File: src/rtl/fetch_pkg.sv
// Shared constants and types for the instruction fetch unit.
// Widths here are defaults; the top re-declares its entry type at its own parameter widths.
package fetch_pkg;

  localparam int DEF_ADDR_W  = 8;
  localparam int DEF_INSTR_W = 32;
  localparam int PC_STEP     = 4;

  typedef struct packed {
    logic [DEF_ADDR_W-1:0]  addr;
    logic [DEF_INSTR_W-1:0] instr;
  } fetch_entry_t;

endpackage

File: src/rtl/fetch_queue.sv
// Synchronous FIFO of fetch entries with push/pop/flush and an occupancy count.
// Push and pop may coincide at any occupancy, including full.
module fetch_queue
  import fetch_pkg::*;
#(
  parameter type entry_t = fetch_entry_t,
  parameter int  DEPTH   = 4
) (
  input  logic                   clk,
  input  logic                   reset,
  input  logic                   flush,
  input  logic                   push,
  input  entry_t                 push_data,
  input  logic                   pop,
  output entry_t                 head,
  output logic                   full,
  output logic                   empty,
  output logic [$clog2(DEPTH):0] count
);

  localparam int              PTR_W    = $clog2(DEPTH);
  localparam logic [PTR_W:0]  FULL_CNT = (PTR_W + 1)'(DEPTH);

  entry_t           storage [DEPTH];
  logic [PTR_W-1:0] wr_ptr;
  logic [PTR_W-1:0] rd_ptr;

  // NOTE: sequential state uses <= so every flop samples pre-edge values.
  always_ff @(posedge clk) begin
    if (reset || flush) begin
      wr_ptr <= '0;
      rd_ptr <= '0;
      count  <= '0;
    end else begin
      if (push) wr_ptr <= wr_ptr + 1'b1;
      if (pop)  rd_ptr <= rd_ptr + 1'b1;
      count <= count + {{PTR_W{1'b0}}, push} - {{PTR_W{1'b0}}, pop};
    end
  end

  // NOTE: storage is not reset; the pointers and count alone define which slots are valid.
  always_ff @(posedge clk) begin
    if (push) storage[wr_ptr] <= push_data;
  end

  assign head  = storage[rd_ptr];
  assign full  = (count == FULL_CNT);
  assign empty = (count == '0);

  a_no_pop_empty: assert property (@(posedge clk) disable iff (reset) !(pop && empty));

endmodule

File: src/rtl/instr_fetch_unit.sv
// Fetch unit: credit-gated instruction-memory reads, fixed-latency response tracker,
// and an instruction queue presented to decode over valid/ready.
module instr_fetch_unit
  import fetch_pkg::*;
#(
  parameter int ADDR_W  = DEF_ADDR_W,
  parameter int INSTR_W = DEF_INSTR_W,
  parameter int MEM_LAT = 1,
  parameter int DEPTH   = 4
) (
  input  logic               clk,
  input  logic               reset,
  input  logic [ADDR_W-1:0]  pc_current,
  output logic               pc_enable,
  output logic [ADDR_W-1:0]  pc_plus4,
  output logic               mem_rd,
  output logic [ADDR_W-1:0]  mem_addr,
  input  logic [INSTR_W-1:0] mem_rdata,
  input  logic               flush,
  output logic               ir_valid,
  output logic [INSTR_W-1:0] ir,
  output logic [ADDR_W-1:0]  ir_pc,
  input  logic               ir_ready
);

  localparam int               CNT_W   = $clog2(DEPTH) + 1;
  localparam int               SUM_W   = CNT_W + 1;
  localparam logic [SUM_W-1:0] DEPTH_S = SUM_W'(DEPTH);

  typedef struct packed {
    logic [ADDR_W-1:0]  addr;
    logic [INSTR_W-1:0] instr;
  } entry_t;

  logic [MEM_LAT-1:0] trk_valid;
  logic [ADDR_W-1:0]  trk_addr [MEM_LAT];
  logic [CNT_W-1:0]   occ;
  logic [CNT_W-1:0]   infl;
  logic [SUM_W-1:0]   credit_used;
  logic               issue;
  logic               push;
  logic               pop;
  logic               q_full;
  logic               q_empty;
  entry_t             push_entry;
  entry_t             head;

  // A slot is reserved at issue time, so a read is only sent when the queue can take its data.
  assign credit_used = {1'b0, occ} + {1'b0, infl};
  assign pop         = ir_valid & ir_ready;
  assign issue       = ~reset & ~flush &
                       ((credit_used < DEPTH_S) | ((credit_used == DEPTH_S) & pop));
  assign push        = trk_valid[MEM_LAT-1] & ~flush & ~reset;

  assign mem_rd    = issue;
  assign mem_addr  = pc_current;
  assign pc_enable = issue | (flush & ~reset);
  assign pc_plus4  = pc_current + ADDR_W'(PC_STEP);

  always_ff @(posedge clk) begin
    if (reset || flush) begin
      trk_valid <= '0;
      infl      <= '0;
    end else begin
      trk_valid[0] <= issue;
      for (int i = 1; i < MEM_LAT; i++) trk_valid[i] <= trk_valid[i-1];
      infl <= infl + {{(CNT_W-1){1'b0}}, issue} - {{(CNT_W-1){1'b0}}, push};
    end
  end

  always_ff @(posedge clk) begin
    trk_addr[0] <= pc_current;
    for (int i = 1; i < MEM_LAT; i++) trk_addr[i] <= trk_addr[i-1];
  end

  assign push_entry.addr  = trk_addr[MEM_LAT-1];
  assign push_entry.instr = mem_rdata;

  fetch_queue #(
    .entry_t (entry_t),
    .DEPTH   (DEPTH)
  ) u_queue (
    .clk       (clk),
    .reset     (reset),
    .flush     (flush),
    .push      (push),
    .push_data (push_entry),
    .pop       (pop),
    .head      (head),
    .full      (q_full),
    .empty     (q_empty),
    .count     (occ)
  );

  assign ir_valid = ~q_empty;
  assign ir       = q_empty ? '0 : head.instr;
  assign ir_pc    = q_empty ? '0 : head.addr;

  a_infl_no_underflow: assert property (@(posedge clk) disable iff (reset) !(push && infl == '0));
  a_credit_bound:      assert property (@(posedge clk) disable iff (reset) credit_used <= DEPTH_S);
  a_no_push_full:      assert property (@(posedge clk) disable iff (reset) !(push && q_full && !pop));

endmodule

File: config.mk
export PLATFORM = sky130hd
export DESIGN_NAME = instr_fetch_unit
export DESIGN_NICKNAME = d
export VERILOG_FILES = /design/src/rtl/fetch_pkg.sv /design/src/rtl/fetch_queue.sv /design/src/rtl/instr_fetch_unit.sv
export SDC_FILE = /design/constraint.sdc
export NUM_CORES = 1
export LEC_CHECK = 0
export CORE_ASPECT_RATIO = 2
export CORE_MARGIN = 10
export CORE_UTILIZATION = 32
export CTS_BUF_LIST = sky130_fd_sc_hd__clkbuf_16
export DETAILED_ROUTE_END_ITERATION = 6
export DONT_BUFFER_PORTS = 1
export HOLD_SLACK_MARGIN = 0.1
export SYNTH_ARGS = -nofsm -noshare
export SYNTH_HDL_FRONTEND = slang
export SYNTH_HIERARCHICAL = 1
export SYNTH_SLANG_ARGS = --single-unit
File: constraint.sdc
create_clock -name clk -period 3.2 [get_ports clk]
set_input_delay 0.48 -clock clk [delete_from_list [all_inputs] [get_ports clk]]
set_output_delay 0.48 -clock clk [all_outputs]
set_load 0.03 [all_outputs]
; Word level (Yosys, flattened, before mapping)
; Memories as Yosys holds them, arrays and structs flattened. A register that Yosys moved wholly into a read port is not among the register bits.
; Cells that the tools add are included.
; W data, S select, Z words.
[word_totals]
register_bits = 11
ramBits = 168
in_bits = 44
output_inout_bits = 59
elab_cells = 37
n_memories = 2
[mem_list]
columns = memory, words, width, read_ports, rd_clocked_by_memory_dff, wr, line
row1 = u_queue.storage, 4, 40, 1, 1, 1, fetch_queue.sv:24  ; entry_t storage [DEPTH];
row2 = trk_addr, 1, 8, 1, 0, 1, instr_fetch_unit.sv:36  ; logic [ADDR_W-1:0] trk_addr [MEM_LAT];
[op_classes]
addsub = 8
order_cmp = 1
eq_ne = 1
mux = 6
bitwise = 12
n_reduce_logical = 2
[ops]
columns = cell, n
row1 = $mux W32, 1
row2 = $add A8 B3 Y8 const B, 1
row3 = $mux W8, 1
row4 = $and A1 B1 Y1, 7
row5 = $add A3 B1 Y3, 2
row6 = $sub A3 B1 Y3, 2
row7 = $add A2 B1 Y2 const B, 2
row8 = $add A3 B3 Y4, 1
row9 = $eq A4 B3 Y1 const B, 1
row10 = $lt A4 B3 Y1 const B, 1
row11 = $mux W2, 2
row12 = $logic_not A3 Y1, 1
row13 = $not A1 Y1, 3
row14 = $mux W1, 2
row15 = $or A1 B1 Y1, 2
row16 = $logic_or A1 B1 Y1, 1

; Longest topological paths before layout
[logic_depth]
depth_word = 8
ltp_mapped = 10
mapped_depth_nobuf = 10

; By module
; Netlist, hierarchy kept.
[modules_own_cells]
columns = module, instances, cells_each, area_per_inst_um2, seq_area_each_um2
row1 = fetch_queue, 1, 255, 6268.5, 4984.8
row2 = instr_fetch_unit, 1, 104, 915.9, 240.2

; Worst setup path before layout
; OpenSTA, ideal clock, no wires.
[synth_path]
kind = flip-flop to flip-flop
start = register u_queue.count[0]
end = register infl[1]
setup_time_ns = 0.115
t_arrival_ns = 2.919
required_time_ns = 3.085
path_slack_ns = 0.166
path_stages_with_launch = 9
path_buffers = 0
synth_period_minus_slack_ns = 3.034
path_cell_list = dfxtp_1 -> ha_1 -> fa_1 -> nor4b_2 -> o211ai_1 -> nor3_1 -> ha_1 -> fa_1 -> and2_1
[synth_between]
elab_chain_len = 8
[synth_lines]
columns = item, line
row1 = from (decl), fetch_queue.sv:18  ; output logic [$clog2(DEPTH):0] count
row2 = from (signal assigned), fetch_queue.sv:37  ; count <= count + {{PTR_W{1'b0}}, push} - {{PTR_W{1'b0}}, pop};
row3 = "parallel branches: the longest is 4 deep, another holds $add A3 B3 Y4", -
row4 = $or A1 B1 Y1 (*), instr_fetch_unit.sv:52  ; ((credit_used < DEPTH_S) | ((credit_used == DEPTH_S) & pop));
row5 = $and A1 B1 Y1 (*), instr_fetch_unit.sv:51  ; assign issue = ~reset & ~flush &
row6 = named net mem_rd, instr_fetch_unit.sv:16  ; output logic mem_rd,
row7 = $add A3 B1 Y3 (*), instr_fetch_unit.sv:67  ; infl <= infl + {{(CNT_W-1){1'b0}}, issue} - {{(CNT_W-1){1'b0}}, push};
row8 = $sub A3 B1 Y3 (*), instr_fetch_unit.sv:67
row9 = to (signal assigned), instr_fetch_unit.sv:67
row10 = to (decl), instr_fetch_unit.sv:38  ; logic [CNT_W-1:0] infl;
; Mark *: on every way through the listed nets, which the timed path passes.
; A chain may end at the register's enable or synchronous reset.

; Final worst setup path
[layout_path]
start = register u_queue.count[0]
end = register infl[2]
[layout_between]
elab_chain_len = 8
[layout_lines]
columns = item, line
row1 = "parallel branches: the longest is 4 deep, another holds $add A3 B3 Y4", -
row2 = $or A1 B1 Y1 (*), instr_fetch_unit.sv:52
row3 = $and A1 B1 Y1 (*), instr_fetch_unit.sv:51
row4 = $add A3 B1 Y3 (*), instr_fetch_unit.sv:67
row5 = $sub A3 B1 Y3 (*), instr_fetch_unit.sv:67
; Every way passes the cells marked *.

==> load_flow_metrics.sql <==
INSERT INTO impl_metrics (metric_group, metric, value, unit) VALUES
('sta', 'slew_viol_final', '0', ''),
('clock_network', 'clk_pin_slew_worst_setup_hold_paths', '60', 'ps'),
('clock_network', 'insertion_delay', '420', 'ps'),
('sta', 'final.hold.worst_slack', '135.7', 'ps'),
('sta', 'maxClockFrequency', '323.2', 'MHz'),
('power', 'intPower', '0.003793', 'W'),
('setup_path', 'worst_ep_arrival_time', '3460', 'ps'),
('global_route', 'globalRoute.totalOverflow', '0', ''),
('placement', 'routabilityCongestion', '0.7685', ''),
('clock_network', 'cts_tree', 'built', ''),
('placement', 'dp_cells', '620', ''),
('setup_path', 'worst-r2r-setup-slack', '110', 'ps'),
('synth', 'synth_cells', '358', ''),
('route', 'detailroute.via_count', '3103', ''),
('power', 'clock_power_share', '41.4', '%'),
('clock_network', 'cts_sinks', '181', ''),
('clock_network', 'cts_root_buf', 'sky130_fd_sc_hd__clkbuf_16', ''),
('route', 'totalWireLength', '13780', 'µm'),
('setup_path', 'cp-end-kind', 'flip-flop', ''),
('global_route', 'grt_pass1_vias', '3545', ''),
('global_route', 'grt_first_pass_wirelength', '21150', 'µm'),
('global_route', 'grt_antenna_before_repair', '0', ''),
('run_status', 'outcome', 'completed', ''),
('clock_network', 'clk_path_buf_depth', '2', ''),
('sta', 'minimum_clock_period', '3094', 'ps'),
('route', 'drt.antenna.violating_nets', '0', ''),
('global_route', 'grt_start_max_net_pins', '42', ''),
('cells_and_area', 'area_growth', '13.94', '%'),
('hold_path', 'hold_path_class', 'primary input to flip-flop', ''),
('synth', 'synth.net_count', '417', ''),
('setup_path', 'r2r-start', 'u_queue/count[0]$_SDFF_PP0_', ''),
('placement', 'dp_hpwl', '8965', 'µm'),
('synth', 'synthesis.area_per_instance', '20.05', 'µm²'),
('synth', 'synth-warning-count', '6', ''),
('floorplanning', 'design.portCount', '103', ''),
('setup_path', 'rr_worst_depth', '11', ''),
('floorplanning', 'placement_rows', '77', ''),
('cells_and_area', 'fin_util', '37.07', '%'),
('power', 'p_sw', '0.0009657', 'W'),
('power', 'p_sw_share', '20.29', '%'),
('floorplanning', 'design.core.area', '22060', 'µm²'),
('cells_and_area', 'finalNetCount', '433', ''),
('cells_and_area', 'drive_above_1_share', '25.32', '%'),
('route', 'viasPerCell', '4.680', ''),
('sta', 'finalSetupViolations', '0', ''),
('floorplanning', 'initial_util', '32.54', '%'),
('sta', 'layout_worst_path_cycle_share', '96.69', '%'),
('setup_path', 'crit_end', 'infl[2]$_SDFF_PP0_', ''),
('flow_run', 'max-cap-violations', '0', ''),
('floorplanning', 'floorplan.die.height', '231.8', 'µm'),
('floorplanning', 'die_width', '125.9', 'µm'),
('sta', 'hold_violations', '0', ''),
('sta', 'timing.clock.skew', '7.694', 'ps'),
('global_route', 'global_route.usage.total', '9.751', '%'),
('setup_path', 'startpoint_type', 'flip-flop', ''),
('setup_path', 'startpoint_to_endpoint_class_of_the_critical_path', 'flip-flop to flip-flop', ''),
('setup_path', 'worst_ep_required_time', '3570', 'ps'),
('cells_and_area', 'n_antenna_cell', '0', ''),
('setup_path', 'timing.critical_path.from', 'u_queue/count[0]$_SDFF_PP0_', ''),
('floorplanning', 'die_area', '29190', 'µm²'),
('power', 'comb_power_share', '3.9', '%'),
('clock_network', 'clock_tree.htree_level_count', '4', ''),
('power', 'power.ir.vdd_worst', '0.0004129', 'V'),
('power', 'seq_power_share', '54.7', '%'),
('clock_network', 'number_of_buffers_inserted_during_clock_tree_synthesis', '17', ''),
('sta', 'setup_total_negative_slack', '0', 'ps'),
('route', 'drcViolationCount', '0', ''),
('route', 'routed_length_per_instance', '20.78', 'µm'),
('placement', 'portBuffers', '0', ''),
('setup_path', 'crit_path_max_fanout', '3', ''),
('route', 'drt_iter0_markers', '130', ''),
('synth', 'synthesis.area', '7178', 'µm²'),
('power', 'power-per-cell-area', '581.8', 'nW/µm²'),
('sta', 'measured_slew_at_the_worst_slew_check_pin', '765.8', 'ps'),
('power', 'power.static_leakage', '2.688', 'nW'),
('route', 'detail_route.first_pass.iterations', '4', ''),
('sta', 'slew_headroom', '48.84', '%'),
('cells_and_area', 'layout.cells.non_filler', '663', ''),
('setup_path', 'r2r_end', 'infl[2]$_SDFF_PP0_', '');
power groups by stage:
stage	logic, W	clock network [W]	registers [W]
global placement	0.000174	0	0.00265
CTS	0.000186	0.00204	0.00260
finish	0.000185	0.00197	0.00260
global route	0.000200	0.00213	0.00260
detailed placement	0.000176	0	0.00265
floorplan	0.000170	0	0.00265
what timing repair did:
item,CTS,global route
buffers inserted,0,1
resized for setup,0,9
setup endpoints to repair,0,1
hold endpoints to repair,9,0
hold buffers,10,0
how the worst min path moves through the flow:
stage	from	to	slack [ps]	cells past startpoint
global placement	trk_addr[0][4]$_DFF_P_	u_queue/storage[2][36]$_DFFE_PP_	450	0
global route	reset	trk_valid$_SDFF_PP0_	110	1
finish	reset	trk_valid$_SDFF_PP0_	140	1
detailed placement	trk_addr[0][1]$_DFF_P_	u_queue/storage[3][33]$_DFFE_PP_	460	0
CTS	reset	trk_valid$_SDFF_PP0_	110	1
floorplan	trk_addr[0][0]$_DFF_P_	u_queue/storage[0][32]$_DFFE_PP_	440	0
through the flow:
stage	setup WS (ps)	area, µm²	power (W)
CTS	26.30	8134	0.004825
global route	-43.84	8179	0.004936
detailed placement	580.3	7471	0.002830
global placement	642.3	7471	0.002825
floorplan	166.3	7178	0.002818
finish	105.8	8179	0.004759
registers in the layout, summed over array words and instances (netlist names), named ones only:
| register | cells |
|---|---|
| u_queue/storage | 160 |
| trk_addr | 8 |
| infl | 3 |
| u_queue/count | 3 |
| u_queue/rd_ptr | 2 |
| u_queue/wr_ptr | 2 |
| trk_valid | 1 |
area by class of cell:
type,instances,area [µm²]
clock inverters,15,137.6
well taps,276,345.3
repair buffers,21,245.2
flip-flops and latches,181,5233
inverters,15,56.30
multi-input cells,138,1737
clock buffers,17,425.4
fillers,1964,13880
placed cells by master, fill, tap and decap left out, types with 5 or more instances in the layout:
cell type,n
sky130_fd_sc_hd__nor2_1,8
sky130_fd_sc_hd__edfxtp_1,160
sky130_fd_sc_hd__inv_1,16
sky130_fd_sc_hd__nor2b_1,15
sky130_fd_sc_hd__ha_1,10
sky130_fd_sc_hd__dfxtp_1,17
sky130_fd_sc_hd__buf_12,5
sky130_fd_sc_hd__buf_4,6
sky130_fd_sc_hd__xnor2_1,6
sky130_fd_sc_hd__dlygate4sd3_1,10
sky130_fd_sc_hd__mux4_2,40
sky130_fd_sc_hd__and2b_1,24
sky130_fd_sc_hd__clkbuf_16,17
layer usage:
metal	part of all wire [%]	vias to the layer above	GRT usage (%)	routed length (µm)
li1	-	1402	-	-
met1	32	1612	8.838	4458
met2	59	70	17.96	8087
met3	6.6	19	4.230	904
met4	2.4	0	4.646	330
met5	0	-	0	0
critical path: stages, from the launching register on:
cell	delay, ps
sky130_fd_sc_hd__dfxtp_2	350
sky130_fd_sc_hd__ha_4	170
sky130_fd_sc_hd__fa_1	440
sky130_fd_sc_hd__nor4b_2	270
sky130_fd_sc_hd__o211ai_1	160
sky130_fd_sc_hd__nor3_2	260
sky130_fd_sc_hd__ha_2	230
sky130_fd_sc_hd__fa_2	210
sky130_fd_sc_hd__xnor2_2	110
sky130_fd_sc_hd__xnor2_1	90
sky130_fd_sc_hd__nor3_2	180
sky130_fd_sc_hd__dlygate4sd3_1	570
Power figures use the tool's default switching activity.
